File: src/rtl/multicycle_control_pkg.sv
// Shared definitions for the multicycle control unit and ALU control:
// state encodings, opcode constants, ALU op classes and mux select codes.
package multicycle_control_pkg;

  typedef enum logic [3:0] {
    S_FETCH  = 4'd0,
    S_DECODE = 4'd1,
    S_MEMADR = 4'd2,
    S_MEMRD  = 4'd3,
    S_MEMWB  = 4'd4,
    S_MEMWR  = 4'd5,
    S_EXEC   = 4'd6,
    S_RWB    = 4'd7,
    S_BRANCH = 4'd8,
    S_JUMP   = 4'd9
  } state_t;

  localparam logic [5:0] OP_RTYPE = 6'b000000;
  localparam logic [5:0] OP_LW    = 6'b100011;
  localparam logic [5:0] OP_SW    = 6'b101011;
  localparam logic [5:0] OP_BEQ   = 6'b000100;
  localparam logic [5:0] OP_J     = 6'b000010;

  // ALU operation classes handed to the ALU control unit
  localparam logic [1:0] ALU_OP_ADD   = 2'b00;
  localparam logic [1:0] ALU_OP_SUB   = 2'b01;
  localparam logic [1:0] ALU_OP_FUNCT = 2'b10;

  // ALU B-input select: register, constant 4, immediate, immediate << 2
  localparam logic [1:0] ALU_B_REG       = 2'b00;
  localparam logic [1:0] ALU_B_FOUR      = 2'b01;
  localparam logic [1:0] ALU_B_IMM       = 2'b10;
  localparam logic [1:0] ALU_B_IMM_SHIFT = 2'b11;

  // PC source select: ALU result, ALU output register, jump target
  localparam logic [1:0] PC_SRC_ALU     = 2'b00;
  localparam logic [1:0] PC_SRC_ALU_OUT = 2'b01;
  localparam logic [1:0] PC_SRC_JUMP    = 2'b10;

  typedef struct packed {
    logic       pc_write;
    logic       pc_write_cond;
    logic       i_or_d;
    logic       mem_read;
    logic       mem_write;
    logic       ir_write;
    logic       mem_to_reg;
    logic       reg_dst;
    logic       reg_write;
    logic       alu_src_a;
    logic [1:0] alu_src_b;
    logic [1:0] alu_op;
    logic [1:0] pc_source;
    logic       illegal_op;
  } ctrl_t;

  function automatic logic is_legal_op(input logic [5:0] op);
    return (op == OP_RTYPE) || (op == OP_LW) || (op == OP_SW) ||
           (op == OP_BEQ) || (op == OP_J);
  endfunction

endpackage

File: src/rtl/multicycle_control_decode.sv
// Combinational state-to-control decode. Everything is Moore except the
// FETCH instruction-register / PC load, which waits for the memory, and
// the illegal-opcode flag, which is raised while DECODE sees a bad opcode.
module multicycle_control_decode
  import multicycle_control_pkg::*;
(
  input  logic   reset,
  input  state_t state,
  input  logic   mem_done,
  input  logic   opcode_illegal,
  output ctrl_t  ctrl
);

  // Per-state control values; all outputs forced low while in reset
  always_comb begin
    ctrl = '0;
    if (!reset) begin
      case (state)
        S_FETCH: begin
          ctrl.mem_read  = 1'b1;
          ctrl.alu_src_b = ALU_B_FOUR;
          ctrl.alu_op    = ALU_OP_ADD;
          ctrl.pc_source = PC_SRC_ALU;
          ctrl.ir_write  = mem_done;
          ctrl.pc_write  = mem_done;
        end
        S_DECODE: begin
          ctrl.alu_src_b  = ALU_B_IMM_SHIFT;
          ctrl.alu_op     = ALU_OP_ADD;
          ctrl.illegal_op = opcode_illegal;
        end
        S_MEMADR: begin
          ctrl.alu_src_a = 1'b1;
          ctrl.alu_src_b = ALU_B_IMM;
          ctrl.alu_op    = ALU_OP_ADD;
        end
        S_MEMRD: begin
          ctrl.mem_read = 1'b1;
          ctrl.i_or_d   = 1'b1;
        end
        S_MEMWB: begin
          ctrl.reg_write  = 1'b1;
          ctrl.mem_to_reg = 1'b1;
        end
        S_MEMWR: begin
          ctrl.mem_write = 1'b1;
          ctrl.i_or_d    = 1'b1;
        end
        S_EXEC: begin
          ctrl.alu_src_a = 1'b1;
          ctrl.alu_src_b = ALU_B_REG;
          ctrl.alu_op    = ALU_OP_FUNCT;
        end
        S_RWB: begin
          ctrl.reg_write = 1'b1;
          ctrl.reg_dst   = 1'b1;
        end
        S_BRANCH: begin
          ctrl.alu_src_a     = 1'b1;
          ctrl.alu_src_b     = ALU_B_REG;
          ctrl.alu_op        = ALU_OP_SUB;
          ctrl.pc_source     = PC_SRC_ALU_OUT;
          ctrl.pc_write_cond = 1'b1;
        end
        S_JUMP: begin
          ctrl.pc_write  = 1'b1;
          ctrl.pc_source = PC_SRC_JUMP;
        end
        default: ctrl = '0;
      endcase
    end
  end

endmodule

File: src/rtl/multicycle_control.sv
// Multicycle datapath controller: state register, opcode latch and
// next-state logic; the per-state control decode lives in a sub-module.
module multicycle_control
  import multicycle_control_pkg::*;
#(
  parameter int USE_READY = 1
) (
  input  logic       clk,
  input  logic       reset,
  input  logic [5:0] opcode,
  input  logic       mem_ready,
  output logic       pc_write,
  output logic       pc_write_cond,
  output logic       i_or_d,
  output logic       mem_read,
  output logic       mem_write,
  output logic       ir_write,
  output logic       mem_to_reg,
  output logic       reg_dst,
  output logic       reg_write,
  output logic       alu_src_a,
  output logic [1:0] alu_src_b,
  output logic [1:0] alu_op,
  output logic [1:0] pc_source,
  output logic       illegal_op,
  output logic [3:0] state
);

  state_t     cur_state;
  state_t     next_state;
  logic [5:0] op_latched;
  logic       mem_done;
  logic       opcode_illegal;
  ctrl_t      ctrl;

  // Builds without a memory handshake treat every access as single-cycle
  assign mem_done       = (USE_READY != 0) ? mem_ready : 1'b1;
  assign opcode_illegal = !is_legal_op(opcode);

  // State register and opcode latch; reset overrides any pending transition
  always_ff @(posedge clk) begin
    if (reset) begin
      cur_state  <= S_FETCH;
      op_latched <= '0;
    end else begin
      cur_state <= next_state;
      if (cur_state == S_DECODE) begin
        op_latched <= opcode;
      end
    end
  end

  // Next-state selection; memory states hold until the access completes
  always_comb begin
    next_state = cur_state;
    case (cur_state)
      S_FETCH:  next_state = mem_done ? S_DECODE : S_FETCH;
      S_DECODE: begin
        case (opcode)
          OP_LW, OP_SW: next_state = S_MEMADR;
          OP_RTYPE:     next_state = S_EXEC;
          OP_BEQ:       next_state = S_BRANCH;
          OP_J:         next_state = S_JUMP;
          default:      next_state = S_FETCH;
        endcase
      end
      S_MEMADR: begin
        if (op_latched == OP_LW) begin
          next_state = S_MEMRD;
        end else if (op_latched == OP_SW) begin
          next_state = S_MEMWR;
        end else begin
          next_state = S_FETCH;
        end
      end
      S_MEMRD:  next_state = mem_done ? S_MEMWB : S_MEMRD;
      S_MEMWB:  next_state = S_FETCH;
      S_MEMWR:  next_state = mem_done ? S_FETCH : S_MEMWR;
      S_EXEC:   next_state = S_RWB;
      S_RWB:    next_state = S_FETCH;
      S_BRANCH: next_state = S_FETCH;
      S_JUMP:   next_state = S_FETCH;
      default:  next_state = S_FETCH;
    endcase
  end

  multicycle_control_decode u_decode (
    .reset          (reset),
    .state          (cur_state),
    .mem_done       (mem_done),
    .opcode_illegal (opcode_illegal),
    .ctrl           (ctrl)
  );

  assign pc_write      = ctrl.pc_write;
  assign pc_write_cond = ctrl.pc_write_cond;
  assign i_or_d        = ctrl.i_or_d;
  assign mem_read      = ctrl.mem_read;
  assign mem_write     = ctrl.mem_write;
  assign ir_write      = ctrl.ir_write;
  assign mem_to_reg    = ctrl.mem_to_reg;
  assign reg_dst       = ctrl.reg_dst;
  assign reg_write     = ctrl.reg_write;
  assign alu_src_a     = ctrl.alu_src_a;
  assign alu_src_b     = ctrl.alu_src_b;
  assign alu_op        = ctrl.alu_op;
  assign pc_source     = ctrl.pc_source;
  assign illegal_op    = ctrl.illegal_op;
  assign state         = cur_state;

endmodule

File: config.mk
export PLATFORM = sky130hd
export DESIGN_NAME = multicycle_control
export DESIGN_NICKNAME = d
export VERILOG_FILES = /design/src/rtl/multicycle_control_pkg.sv /design/src/rtl/multicycle_control_decode.sv /design/src/rtl/multicycle_control.sv
export SDC_FILE = /design/constraint.sdc
export NUM_CORES = 1
export LEC_CHECK = 0
export CORE_MARGIN = 4
export CORE_UTILIZATION = 46
export CTS_BUF_LIST = sky130_fd_sc_hd__clkbuf_8
export DETAILED_ROUTE_END_ITERATION = 7
export PLACE_DENSITY = 0.94
export SYNTH_ARGS = -nofsm -noshare
export SYNTH_HDL_FRONTEND = slang
export SYNTH_SLANG_ARGS = --single-unit
File: constraint.sdc
create_clock -name clk -period 2.2 [get_ports clk]
set_input_delay 0.44 -clock clk [delete_from_list [all_inputs] [get_ports clk]]
set_output_delay 0.44 -clock clk [all_outputs]
set_load 0.005 [all_outputs]
# Word level (Yosys, flattened, before mapping)
# Index checks and enable logic that the tools add are counted.
[totals] regBits=10 elab_cells=50 inputBits=9 output_inout_bits=21
[classes] mux=21 reduce_logical=12 eq_ne=15
[ops] operator="$eq 6x6->1 const B" n=4
[ops] operator="$pmux 4 s6" n=1
[ops] operator="$pmux 4 s5" n=1
[ops] operator="$mux 17" n=1
[ops] operator="$eq 4x3->1 const B" n=4
[ops] operator="$pmux 4 s4" n=1
[ops] operator="$mux 3" n=4
[ops] operator="$mux 1" n=11
[ops] operator="$eq 4x2->1 const B" n=2
[ops] operator="$eq 4x4->1 const B" n=2
[ops] operator="$reduce_or 2->1" n=4
[ops] operator="$eq 6x2->1 const B" n=1
[ops] operator="$eq 6x3->1 const B" n=1
[ops] operator="$logic_not 6->1" n=1
[ops] operator="$eq 4x1->1 const B" n=1
[ops] operator="$logic_not 4->1" n=1
[ops] operator="$logic_or 1x1->1" n=4
[ops] operator="$pmux 2 s2" n=1
[ops] operator="$reduce_or 3->1" n=1
[ops] operator="$pmux 1 s2" n=1
[ops] operator="$logic_not 1->1" n=1

# Logic depth before layout (Yosys ltp)
[depth] depth_word=8 mapped_depth=6 ltp_nobuf=4

# Modules after synthesis
# Synthesis repeated with hierarchy kept, for this count alone.
[hier_totals] cells_unflattened=95 area_unflattened_um2=822.0
[by_module_without_submodules] module="multicycle_control" cells_per_inst=63 seq_area_each_um2=200.2 area_per_inst_um2=560.5 instances=1
[by_module_without_submodules] module="multicycle_control_decode" cells_per_inst=32 seq_area_each_um2=0.0 area_per_inst_um2=261.5 instances=1

# Worst setup path before layout
# No wires, ideal clock.
[synth_timing] path_type="input port to output port" startpoint="input reset" endpoint="output pc_write" arrival_time_ps=1419 t_required_ps=1760 slack_ps=341 n_path_buf=1 stages=5 path_cell_list="clkbuf_1 > or3_1 > nor2_2 > and3_1 > or2_1"
[synth_via] elab_chain_len=1
[synth_rtl] item="start, declared" line="multicycle_control.sv:9" source="input logic reset,"
[synth_rtl] item="$mux 17" line="multicycle_control_decode.sv:17" source="if (!reset) begin"
[synth_rtl] item="end, declared" line="multicycle_control.sv:12" source="output logic pc_write,"
# Every way passes these cells.

# Final worst setup path
[layout_timing] startpoint="input reset" endpoint="output i_or_d"
[layout_via] elab_chain_len=1
[layout_rtl] item="$mux 17" line="multicycle_control_decode.sv:17"
[layout_rtl] item="end, declared" line="multicycle_control.sv:14" source="output logic i_or_d,"
# Every way passes these cells.

==> results.cfg <==
[outcome]
status = finished, final reports clean

[timing]
fmax_mhz = 462
finalSetupViolCount = 0
fin_crit_sh = 0.985
min_period_ps = 2170
finalClockSkew_ps = 6.35
slew_viol_final = 0
setup_ws_ps = 33.2
worst_pin_slew_ps = 324
slew-limit-headroom = 0.783
finalHoldViolations = 0

[drt]
drt_iter0_markers = 55
dr.pass1.iters = 4
vias = 955
wl_per_cell_um = 17.8
viasPerCell = 6.20
drc = 0
wirelength_um = 2740
postRouteAntennaNets = 0

[synth]
synth_fp_nets = 105
yosys.area_share.adder = 0
synth.mux.area_fraction = 0
synth-simple-area-share = 0.481
synth_area_leaders = dfxtp_1 30%, nand2_1 9.4%, a21oi_1 5.9%
synth_top_family_by_area = simple AND/OR/NAND/NOR gates
yosysMostFrequentCell = nand2_1
yosys_register_bits = 10
synthCells = 96
synth_top_area_frac = 0.296
yosysSeqAreaShare = 0.296
synth-compound-area-share = 0.130
avgSynthCellArea_um2 = 7.04
async_reset_ff_frac = 0
synthTopCellsByCount = 17 x nand2_1, 10 x dfxtp_1, 10 x nor2_1, 8 x a21oi_1, 8 x nor3_1
synth_cell_types = 31
synthFlopType = dfxtp_1
netlist_area_um2 = 676
yosysWarnings = 0
synth_xor_area_frac = 0.0259
synth_top_cell_by_area = dfxtp_1
synth_edf_count = 0

[grt]
grt_use_met2 = 0.516
use_met1 = 0.301
grt_pass1_vias = 892
grt.overflow.total = 0
grt_max_degree = 13
antenna_found_initial = 0
grtUsageMet3 = 0.0508
grt_usage = 0.272
top_usage_layer = met2
grt_pass1_wl_um = 4220

[critical_path]
crit_top_cell = buf_4
cpMaxStageDelayCell = clkdlybuf4s50_1
required_ps = 1760
crit_fanout = 6
path_cells = dlygate4sd2_1 > buf_4 > nor2_4 > buf_4 > and3_1 > clkdlybuf4s50_1
crit_path_end_kind = output pin
crit_type = in2out
critPathLaunchType = input pin
max_stage_delay_ps = 490
arrival_ps = 1730

[place]
dp_slack_ps = -403
dpl_cell_area_um2 = 1070
dp_cells = 150
gp_congestion = 0.806
dp_hpwl_um = 1740
port_buffers = 29

[die]
num_rows = 13
chipWidth_um = 46.3
die_h_um = 46.3
core_area_um2 = 1350
dieArea_um2 = 2150
initial_core_util = 0.500
io_pins = 30

[power_and_ir_drop]
combPwrFrac = 0.191
internal_power_uw = 397
swShare = 0.251
cellPowerDensity_nw_per_um2 = 450
p_total_uw = 530
power_switching_uw = 133
clockPowerShare = 0.439
vdd_ir_drop_max_uv = 511
seq_power_share = 0.370
p_leak_nw = 0.502

[clock_network]
tritoncts = built
hold_buffers = 0
cts_buffer_depth = 2
cts-root-buf = clkbuf_8
cts_max_level = 1
clkLatencyLatePin_ps = 240
clkTransAtPathRegs_ps = 50
cts_buffers = 3
cts_sinks = 10

[layout]
design_area_um2 = 1180
syn2layout_area_growth_pct = 74.3
drive_gt1_frac = 0.273
final_cell_count_no_fill = 154
nNetsFinal = 149
final_util = 0.872
antenna_cells = 0

[min_path]
hp-class = reg2reg

[job]
maxCapViolations = 0
-- cell usage in the layout (no fill, tap or decap), drive strengths merged, types with 3 or more instances in the layout --
cell type and instances:
buf 17, nand2 17, clkdlybuf4s50 14, dlygate4sd2 14, nor2 11, dfxtp 10
nor3 9, a21oi 8, nand3 4, clkbuf 4, a31oi 3, or3 3
and3 3
-- area by class of cell --
class | count | area, µm²
Tap cell | 15 | 18.8
Timing Repair Buffer | 46 | 403
Inverter | 2 | 7.51
Multi-Input combinational cell | 77 | 490
Fill cell | 71 | 173
Sequential cell | 10 | 203
Clock buffer | 4 | 55.1
-- final timing paths --
kind / slack, ps / cells past startpoint / to / startpoint
max: 30 / 6 / i_or_d / reset
min: 460 / 2 / op_latched[0] / op_latched[0]
max reg2reg: 550 / 5 / state[0] / state[0]
min reg2reg: 460 / 2 / op_latched[0] / op_latched[0]
-- sequential cells by signal, summed over array words and instances, names as in the netlist --
name        cells
state           4
op_latched      6
-- worst max-delay path, delay by kind of cell --
kind / cells / cell delay, ps
AND/OR/NAND/NOR: 2 / 230
buffers and inverters: 4 / 1030
-- cells by family after synthesis --
logic type / count (synthesis)
buffers and inverters: 9
AOI/OAI and AO/OA: 15
xor gates and xnor gates: 2
and+or+nand+nor: 60
DFF: 10
-- what timing repair did --
| item | 4_1_cts | 5_1_grt |
|---|---|---|
| setup buffers | 0 | 0 |
| endpoints found under the setup margin | 17 | 7 |
| gates resized for setup | 25 | 6 |
-- through the flow --
step,hold slack [ps],TNS [ps]
after global placement,439,-3810
after floorplan,431,0
after global routing,476,-0.725
after detailed placement,444,-4210
after CTS,461,-286
final,462,0
-- power groups by stage --
| stage | clock network [mW] | registers, mW | logic [mW] |
|---|---|---|---|
| finish | 0.233 | 0.196 | 0.101 |
| global route | 0.241 | 0.197 | 0.109 |
| CTS | 0.226 | 0.195 | 0.0967 |
| detailed placement | 0 | 0.198 | 0.0977 |
| global placement | 0 | 0.198 | 0.0938 |
| floorplan | 0 | 0.195 | 0.0406 |
-- routing by layer --
metal	up-vias	routed length, µm
li1	425	-
met1	440	968
met2	79	1360
met3	11	307
met4	0	111
met5	-	0
Note: power is estimated with default switching activity, not from simulation.
